File: config.mk
export PLATFORM = sky130hd
export DESIGN_NAME = alu_op_issuer
export DESIGN_NICKNAME = d
export VERILOG_FILES = /design/src/rtl/alu_pkg.sv /design/src/rtl/alu_cmd_fifo.sv /design/src/rtl/alu_op_issuer.sv
export SDC_FILE = /design/constraint.sdc
export NUM_CORES = 1
export LEC_CHECK = 0
export CAP_MARGIN = 20
export CORE_MARGIN = 1
export CORE_UTILIZATION = 62
export CTS_BUF_LIST = sky130_fd_sc_hd__clkbuf_8
export CTS_CLUSTER_SIZE = 24
export DETAILED_ROUTE_END_ITERATION = 16
export DONT_BUFFER_PORTS = 1
export PLACE_DENSITY = 0.76
export SYNTH_ARGS = -nofsm -noshare
export SYNTH_HDL_FRONTEND = slang
export SYNTH_SLANG_ARGS = --single-unit
export TNS_END_PERCENT = 100
File: constraint.sdc
create_clock -name clk -period 4.7 [get_ports clk]
set_input_delay 0.47 -clock clk [delete_from_list [all_inputs] [get_ports clk]]
set_output_delay 0.47 -clock clk [all_outputs]
set_load 0.02 [all_outputs]
File: src/rtl/alu_pkg.sv
// Shared definitions for the ALU op issuer: opcodes, ALU constant, FSM states,
// the queued command record and the golden ALU function.
package alu_pkg;

    localparam logic [1:0] OP_ADD  = 2'b00;
    localparam logic [1:0] OP_SUB  = 2'b01;
    localparam logic [1:0] OP_ADDK = 2'b10;
    localparam logic [1:0] OP_SUBK = 2'b11;
    localparam logic [7:0] ALU_K   = 8'hAA;

    typedef enum logic [1:0] {IDLE, DRIVE, WAIT, RESP} state_e;

    typedef struct packed {
        logic [1:0] sel;
        logic [7:0] in1;
        logic [7:0] in2;
    } cmd_t;

    function automatic logic [7:0] alu_golden(input cmd_t c);
        unique case (c.sel)
            OP_ADD:  return c.in1 + c.in2;
            OP_SUB:  return c.in1 - c.in2;
            OP_ADDK: return c.in1 + ALU_K;
            default: return c.in2 - ALU_K;
        endcase
    endfunction

endpackage

File: src/rtl/alu_cmd_fifo.sv
// Command FIFO for the issuer: DEPTH entries of cmd_t, synchronous push/pop,
// pointers carry one extra wrap bit to tell full from empty.
module alu_cmd_fifo
    import alu_pkg::*;
#(
    parameter int DEPTH = 4
) (
    input  logic clk,
    input  logic rst,
    input  logic push,
    input  cmd_t wdata,
    input  logic pop,
    output cmd_t rdata,
    output logic full,
    output logic empty
);

    localparam int AW = $clog2(DEPTH);
    localparam logic [AW:0] PTR_ONE = (AW+1)'(1);

    logic [AW:0] wr_ptr_q, wr_ptr_d;
    logic [AW:0] rd_ptr_q, rd_ptr_d;
    cmd_t        mem [DEPTH];

    always_comb begin
        wr_ptr_d = push ? wr_ptr_q + PTR_ONE : wr_ptr_q;
        rd_ptr_d = pop  ? rd_ptr_q + PTR_ONE : rd_ptr_q;
    end

    // NOTE: sequential state uses non-blocking assignments so every flop samples pre-edge values.
    always_ff @(posedge clk or negedge rst) begin
        if (!rst) begin
            wr_ptr_q <= '0;
            rd_ptr_q <= '0;
        end else begin
            wr_ptr_q <= wr_ptr_d;
            rd_ptr_q <= rd_ptr_d;
        end
    end

    // NOTE: storage is not reset; the pointers alone define which entries are valid.
    always_ff @(posedge clk) begin
        if (push) mem[wr_ptr_q[AW-1:0]] <= wdata;
    end

    assign rdata = mem[rd_ptr_q[AW-1:0]];
    assign empty = (wr_ptr_q == rd_ptr_q);
    assign full  = (wr_ptr_q[AW] != rd_ptr_q[AW]) &&
                   (wr_ptr_q[AW-1:0] == rd_ptr_q[AW-1:0]);

endmodule

File: src/rtl/alu_op_issuer.sv
// Issues queued {sel,in1,in2} commands to a registered ALU one at a time and returns
// each result on a valid/ready port. Define ALU_CHECK_EN to enable the golden-model res_err check.
module alu_op_issuer
    import alu_pkg::*;
#(
    parameter int DEPTH   = 4,
    parameter int ALU_LAT = 1
) (
    input  logic       clk,
    input  logic       rst,
    input  logic       cmd_valid,
    output logic       cmd_ready,
    input  logic [1:0] cmd_sel,
    input  logic [7:0] cmd_in1,
    input  logic [7:0] cmd_in2,
    output logic [1:0] alu_sel,
    output logic [7:0] alu_in1,
    output logic [7:0] alu_in2,
    input  logic [7:0] alu_out,
    output logic       res_valid,
    input  logic       res_ready,
    output logic [7:0] res_data,
    output logic       busy,
    output logic       res_err
);

    localparam int CNT_W = $clog2(ALU_LAT + 1);

    state_e           state_q, state_d;
    logic [CNT_W-1:0] cnt_q, cnt_d;
    cmd_t             alu_q, alu_d;
    logic             res_valid_q, res_valid_d;
    logic [7:0]       res_data_q, res_data_d;
    logic             fifo_pop, fifo_full, fifo_empty;
    cmd_t             fifo_head;
`ifdef ALU_CHECK_EN
    logic             res_err_q, res_err_d;
`endif

    alu_cmd_fifo #(.DEPTH(DEPTH)) u_fifo (
        .clk   (clk),
        .rst   (rst),
        .push  (cmd_valid && !fifo_full),
        .wdata ('{sel: cmd_sel, in1: cmd_in1, in2: cmd_in2}),
        .pop   (fifo_pop),
        .rdata (fifo_head),
        .full  (fifo_full),
        .empty (fifo_empty)
    );

    // NOTE: every always_comb output gets a default first so no path can infer a latch.
    always_comb begin
        state_d     = state_q;
        cnt_d       = cnt_q;
        alu_d       = alu_q;
        res_valid_d = res_valid_q;
        res_data_d  = res_data_q;
        fifo_pop    = 1'b0;
`ifdef ALU_CHECK_EN
        res_err_d   = res_err_q;
`endif
        unique case (state_q)
            IDLE: if (!fifo_empty) begin
                fifo_pop = 1'b1;
                alu_d    = fifo_head;
                state_d  = DRIVE;
            end
            DRIVE: begin
                cnt_d   = CNT_W'(ALU_LAT);
                state_d = WAIT;
            end
            // Count 1 means the ALU has had ALU_LAT edges since it sampled alu_*.
            WAIT: if (cnt_q == CNT_W'(1)) begin
                res_data_d  = alu_out;
                res_valid_d = 1'b1;
                state_d     = RESP;
`ifdef ALU_CHECK_EN
                res_err_d   = (alu_out != alu_golden(alu_q));
`endif
            end else begin
                cnt_d = cnt_q - CNT_W'(1);
            end
            RESP: if (res_ready) begin
                res_valid_d = 1'b0;
                state_d     = IDLE;
`ifdef ALU_CHECK_EN
                res_err_d   = 1'b0;
`endif
            end
            default: state_d = IDLE;
        endcase
    end

    always_ff @(posedge clk or negedge rst) begin
        if (!rst) begin
            state_q     <= IDLE;
            cnt_q       <= '0;
            alu_q       <= '0;
            res_valid_q <= 1'b0;
            res_data_q  <= '0;
        end else begin
            state_q     <= state_d;
            cnt_q       <= cnt_d;
            alu_q       <= alu_d;
            res_valid_q <= res_valid_d;
            res_data_q  <= res_data_d;
        end
    end

`ifdef ALU_CHECK_EN
    always_ff @(posedge clk or negedge rst) begin
        if (!rst) res_err_q <= 1'b0;
        else      res_err_q <= res_err_d;
    end
    assign res_err = res_err_q;
`else
    assign res_err = 1'b0;
`endif

    assign cmd_ready = !fifo_full;
    assign alu_sel   = alu_q.sel;
    assign alu_in1   = alu_q.in1;
    assign alu_in2   = alu_q.in2;
    assign res_valid = res_valid_q;
    assign res_data  = res_data_q;
    assign busy      = (state_q != IDLE) || !fifo_empty;

endmodule

## Yosys cells after proc, flatten, opt, wreduce, memory -nomap -nowiden

Memory sizes are Yosys's and may differ from the RTL's. A register that Yosys moved wholly into a read port is not among the register bits.
Index checks and enable logic that the tools add are counted.

- Register bits: 18
- Memory bits (writable): 72
- Bits of input ports: 30
- Output and inout port bits: 30
- Logic and storage cells: 47
- Memories kept: 1

Memories:

| memory | depth | width | read ports | clocked after memory_dff | write ports | RTL line | text |
|---|---|---|---|---|---|---|---|
| u_fifo.mem | 4 | 18 | 1 | 1 | 1 | alu_cmd_fifo.sv:23 | `cmd_t mem [DEPTH];` |

- $add $sub $neg: 3
- Equal/unequal tests: 9
- Mux-type cells: 13
- Bitwise gates (word level): 1
- Reductions and logical operators: 14

Operators with widths:

| operator | count |
|---|---|
| 2-bit case mux with 4 select lines | 1 |
| 1-bit 2-to-1 mux | 7 |
| 3-bit by 1-bit adder with 3-bit output, second input constant | 2 |
| 2-bit 2-to-1 mux | 3 |
| 2-bit != test, second input constant | 3 |
| 3-bit AND reduction | 2 |
| 2-bit nonzero test | 3 |
| 2-bit == test, second input constant | 2 |
| 1-bit case mux with 2 select lines | 2 |
| 2-bit AND reduction | 2 |
| 3-bit == test | 1 |
| 1-bit logical NOT | 3 |
| 2-bit by 1-bit == test with 1-bit output, second input constant | 1 |
| 2-bit == test | 1 |
| 1-bit logical AND | 2 |
| 2-bit logical NOT | 1 |
| 1-bit logical OR | 1 |
| 1-bit != test | 1 |
| 1-bit NOT | 1 |
| 1-bit subtractor, second input constant | 1 |

## Logic depth before layout (Yosys ltp)

- Word-level depth: 6
- Depth in mapped cells: 7
- Gate-level depth less buffers: 6

## By module

A second synthesis with hierarchy kept.

- Cell total of the unflattened synthesis: 207
- Area, all modules: 4232.8 um2

Modules (own cells, without submodules):

| module | instances | cells each | area each (um2) | sequential area each (um2) |
|---|---|---|---|---|
| alu_cmd_fifo | 1 | 124 | 2942.8 | 2312.2 |
| alu_op_issuer | 1 | 83 | 1290.0 | 750.7 |

## Worst setup path after synthesis

OpenSTA, ideal clock, no wires.

- Path type: register to register
- Start: reg u_fifo.wr_ptr_q[1]
- End: mem u_fifo.mem[3][0] (netlist name), enable pin
- Setup time: 0.377 ns
- Arrival time: 1.451 ns
- Required time: 4.323 ns
- Setup slack: 2.872 ns
- Cell stages (with the launch flop): 4
- Path buffers: 0
- Clock period less this slack: 1.828 ns
- Path through: dfrtp_1 xnor2_1 nand3_1 and3_1

- Cells in the longest elaborated chain, start to end: 6

RTL lines:

| item | RTL line | text |
|---|---|---|
| start, declared | alu_cmd_fifo.sv:21 | `logic [AW:0] wr_ptr_q, wr_ptr_d;` |
| start signal, assigned | alu_cmd_fifo.sv:36 | `wr_ptr_q <= wr_ptr_d;` |
| 2-bit == test | alu_cmd_fifo.sv:49 | `(wr_ptr_q[AW-1:0] == rd_ptr_q[AW-1:0]);` |
| 1-bit logical AND | alu_cmd_fifo.sv:48 | `assign full = (wr_ptr_q[AW] != rd_ptr_q[AW]) &&` |
| 1-bit logical NOT | - |  |
| net cmd_ready | alu_op_issuer.sv:12 | `output logic cmd_ready,` |
| 1-bit logical AND | alu_op_issuer.sv:43 | `.push (cmd_valid && !fifo_full),` |
| 1-bit 2-to-1 mux | alu_cmd_fifo.sv:43 | `if (push) mem[wr_ptr_q[AW-1:0]] <= wdata;` |
| 1-bit 2-to-1 mux (not written as such) | alu_cmd_fifo.sv:43 |  |
| end, declared | alu_cmd_fifo.sv:23 |  |

The timed path passes the listed nets, and every way through them passes these cells.

## Worst setup path in the final report

- Start: reg u_fifo.rd_ptr_q[1]
- End: mem u_fifo.mem[3][16] (netlist name), enable pin

- Cells in the longest elaborated chain, start to end: 6

RTL lines:

| item | RTL line | text |
|---|---|---|
| start, declared | alu_cmd_fifo.sv:22 | `logic [AW:0] rd_ptr_q, rd_ptr_d;` |
| start signal, assigned | alu_cmd_fifo.sv:37 | `rd_ptr_q <= rd_ptr_d;` |
| 2-bit == test | alu_cmd_fifo.sv:49 |  |
| 1-bit logical AND | alu_cmd_fifo.sv:48 |  |
| 1-bit logical NOT | - |  |
| net cmd_ready | alu_op_issuer.sv:12 |  |
| 1-bit logical AND | alu_op_issuer.sv:43 |  |
| 1-bit 2-to-1 mux | alu_cmd_fifo.sv:43 |  |
| 1-bit 2-to-1 mux (not written as such) | alu_cmd_fifo.sv:43 |  |

The timed path passes the listed nets, and every way through them passes these cells.

==> results by group <==
Run status
  • Status: complete, but fails checks
  • Failing checks: design-rule violations

Logic synthesis
  • Largest family of logic cells by synthesized area: multiplexers
  • Compound-Gate Fraction of Synth Area: less than 1%
  • Share of the synthesized area in the top cell type: between 50% and 60%
  • Syn nets: 245
  • Synth unique cells: 25
  • Commonest cells in the netlist: 72 x edfxtp_1, 36 x dfrtp_1, 29 x mux2_2
  • XOR/XNOR Fraction of Synth Area: roughly 1.7%
  • Synth top area cells: edfxtp_1 51%, dfrtp_1 21%, mux2_2 7.7%, mux4_1 5.6%, mux4_2 4.8%
  • Post-synthesis sequential area ratio: approximately 73%
  • Most numerous cell in the Yosys netlist: edfxtp_1
  • Syn Std Cell Area: 4220 sq um
  • EDFF count, synth: 72
  • Avg Cell Area, Syn: approximately 20 sq um
  • Synth Flop Type: edfxtp_1
  • Synth Warn #: 0
  • Post-synthesis register bit count: between 100 and 150
  • Simple-Gate Fraction of Synth Area: under 10%
  • Yosys top cell by area: edfxtp_1
  • Post-synthesis async set-or-reset flop share: between 30% and 40%
  • Mux contribution to synthesized area: a little under a fifth
  • Synth Instances: 206
  • Post-Synth Adder-Cell Area: under 10%

STA
  • Achievable frequency: roughly 0.36 GHz
  • Min Tclk post-route: 2.75 ns
  • Final setup vio count: 0
  • Setup TNS Final: 0 ns
  • Final hold slack: just over 0.2 ns
  • Post-route clock skew: between 0.008 and 0.009 ns
  • Worst setup margin: approximately 1.9 ns
  • Tightest Pin Transition: slightly below 1 ns
  • Final Max Slew Viols: 0
  • Final Cycle Share: slightly below 60%
  • RSZ-0062 raised after global routing: false
  • Max-slew headroom: 34.0%
  • Final hold violations: 0

Placement
  • RD Place Congestion: 0.706
  • Final HPWL DP: 4060 um
  • Dpl cell area: approximately 4300 sq um
  • IO buf count: 0
  • Post-place setup slack: 1.91 ns
  • Post-placement cell count: between 200 and 300

Worst setup path
  • Required time worst endpoint: around 4.7 ns
  • Reg2reg end: u_fifo.mem[3][16]
  • Crit-path max FO: 21
  • Crit start category: register
  • Critical Setup Path Class: reg -> reg
  • R2r startpoint: u_fifo.rd_ptr_q[1]
  • FF-to-FF path depth: 3
  • Crit path from: u_fifo.rd_ptr_q[1]
  • CP endpoint kind: register
  • R2r setup slk: slightly below 2 ns
  • Worst Path Arrival: approximately 2.7 ns

Clocking
  • CTS Sinks: about 110
  • Clock Tree Root: clkbuf_8
  • Worst skew pair latency: roughly 0.36 ns
  • CTS tree: built
  • CTS clk-pin slew, worst paths: approximately 0.10 ns
  • Number of CTS-inserted buffers: 9
  • Clock tree buffer depth: 2
  • Post-CTS Setup Repair Bufs: 0
  • # H-tree levels: 3
  • # resized after CTS: 0

Global routing
  • Aggregate global routing overflow: 0
  • First-pass GRT wire length: 10400 um
  • All-Layer GR Usage: around a fifth
  • Largest net degree at the start of global routing: 37
  • Initial antenna violation count: 0
  • Vias in the first global route: just over 2000

Floorplan
  • Die width: between 80 and 90 um
  • Core area: approximately 6500 sq um
  • Initial Util: about two thirds
  • Die area: around 7100 sq um
  • Io pins: 60
  • Die height: 84.5 um
  • Std cell rows: 29

Power and ir drop
  • Power Total: between 3 and 4 mW
  • VDD IR max: roughly 320 uV
  • PD cells: a little under 700 nW/um^2
  • Reported leakage power: 1.65 nW

Cells and area
  • Share of cells above drive strength 1: 26.1%
  • Area grow syn2layout: 6.23%
  • Diodes inserted: 0
  • Register area: about 3100 sq um
  • Finished Layout Cells: around 300
  • Fill cell count: 403
  • Layout Utilization: around 70%
  • Multi-input logic area: ~1100 sq um
  • Nets: approximately 250
  • Final instance area: 4480 sq um

Detailed routing
  • Avg Vias per Cell: roughly 6.2
  • Routed vias: 1834
  • Final ANT Viol Nets: 0
  • Pre-antenna DRT Iters: 10
  • Final wirelength: approximately 6400 um
  • DR WL/cell: between 20 and 25 um
  • Initial DRC Count: 146
  • DRC Markers: 12

Min path
  • Hold path startpoint: cmd_in2[6]
  • Min-delay worst type: in -> reg
  • Worst hold endpoint: u_fifo.mem[2][6]
  • WHS Path Cells: 0

Job
  • Max-cap violations: 0
==> state kept, by name, indices dropped and copies added (netlist names) <==
register,cells
res_valid,1
alu_in2,8
u_fifo.mem,72
u_fifo.rd_ptr_q,3
state_q,2
alu_sel,2
cnt_q,1
u_fifo.wr_ptr_q,3
alu_in1,8
res_data,8
==> power breakdown <==
part / total, mW / internal, mW / leakage (nW) / switching (mW)
clock: 0.557 / 0.260 / 0.100 / 0.297
combinational: 0.837 / 0.444 / 0.470 / 0.393
sequential: 1.67 / 1.34 / 1.08 / 0.328
total: 3.06 / 2.05 / 1.65 / 1.02
==> how the worst max path moves through the flow <==
stage               slack (ns)  depth (start not counted)                end
floorplan                 2.87                          3   u_fifo.mem[3][0]
global placement          2.03                          3  u_fifo.mem[3][12]
detailed placement        1.91                          3  u_fifo.mem[3][12]
CTS                       1.89                          3  u_fifo.mem[3][16]
global route              1.73                          3  u_fifo.mem[3][14]
finish                    1.95                          3  u_fifo.mem[3][16]
==> worst max-delay path, stage by stage, from the launching register on <==
cell and delay (ns):
dfrtp_1 0.92, xnor2_1 0.21, nand3_1 0.36, and3_1 0.88
==> layout make-up <==
class | count | area share, %
well taps | 77 | 2.15
flip-flops and latches | 108 | 68.3
multi-input cells | 83 | 23.6
clock inverters | 6 | 1.40
inverters | 8 | 0.670
repair buffers | 3 | 0.837
clock buffers | 10 | 3.07
==> logic make-up after synthesis <==
logic type                 count (synthesis)
buffers and inverters                     15
and+or+nand+nor                           12
muxes                                     48
adders and majority gates                  9
AOI/OAI and AO/OA                          5
xor gates and xnor gates                   8
other                                      1
DFF                                      108
==> repair_timing <==
| action | CTS | global route |
|---|---|---|
| hold buffers | 2 | 0 |
| endpoints found under the hold margin | 36 | 0 |
| setup endpoints to repair | 0 | 0 |
==> layout by cell type, fill, tap and decap left out, types with 3 or more instances in the layout <==
cell / count
and3_1: 4
clkbuf_8: 10
dfrtp_1: 36
edfxtp_1: 72
ha_1: 9
inv_1: 9
mux2_2: 29
mux4_1: 9
mux4_2: 9
nand2_1: 3
xnor2_1: 5
xor2_1: 3
==> layer usage <==
metal	vias up	GRT usage (%)	routed length, um
met3	10	6.49	386
met5	-	0	0
met2	57	35.2	3470
met1	956	23.8	2480
li1	811	-	-
met4	0	7.09	84
No activity file was read; power rests on OpenSTA's default activity.
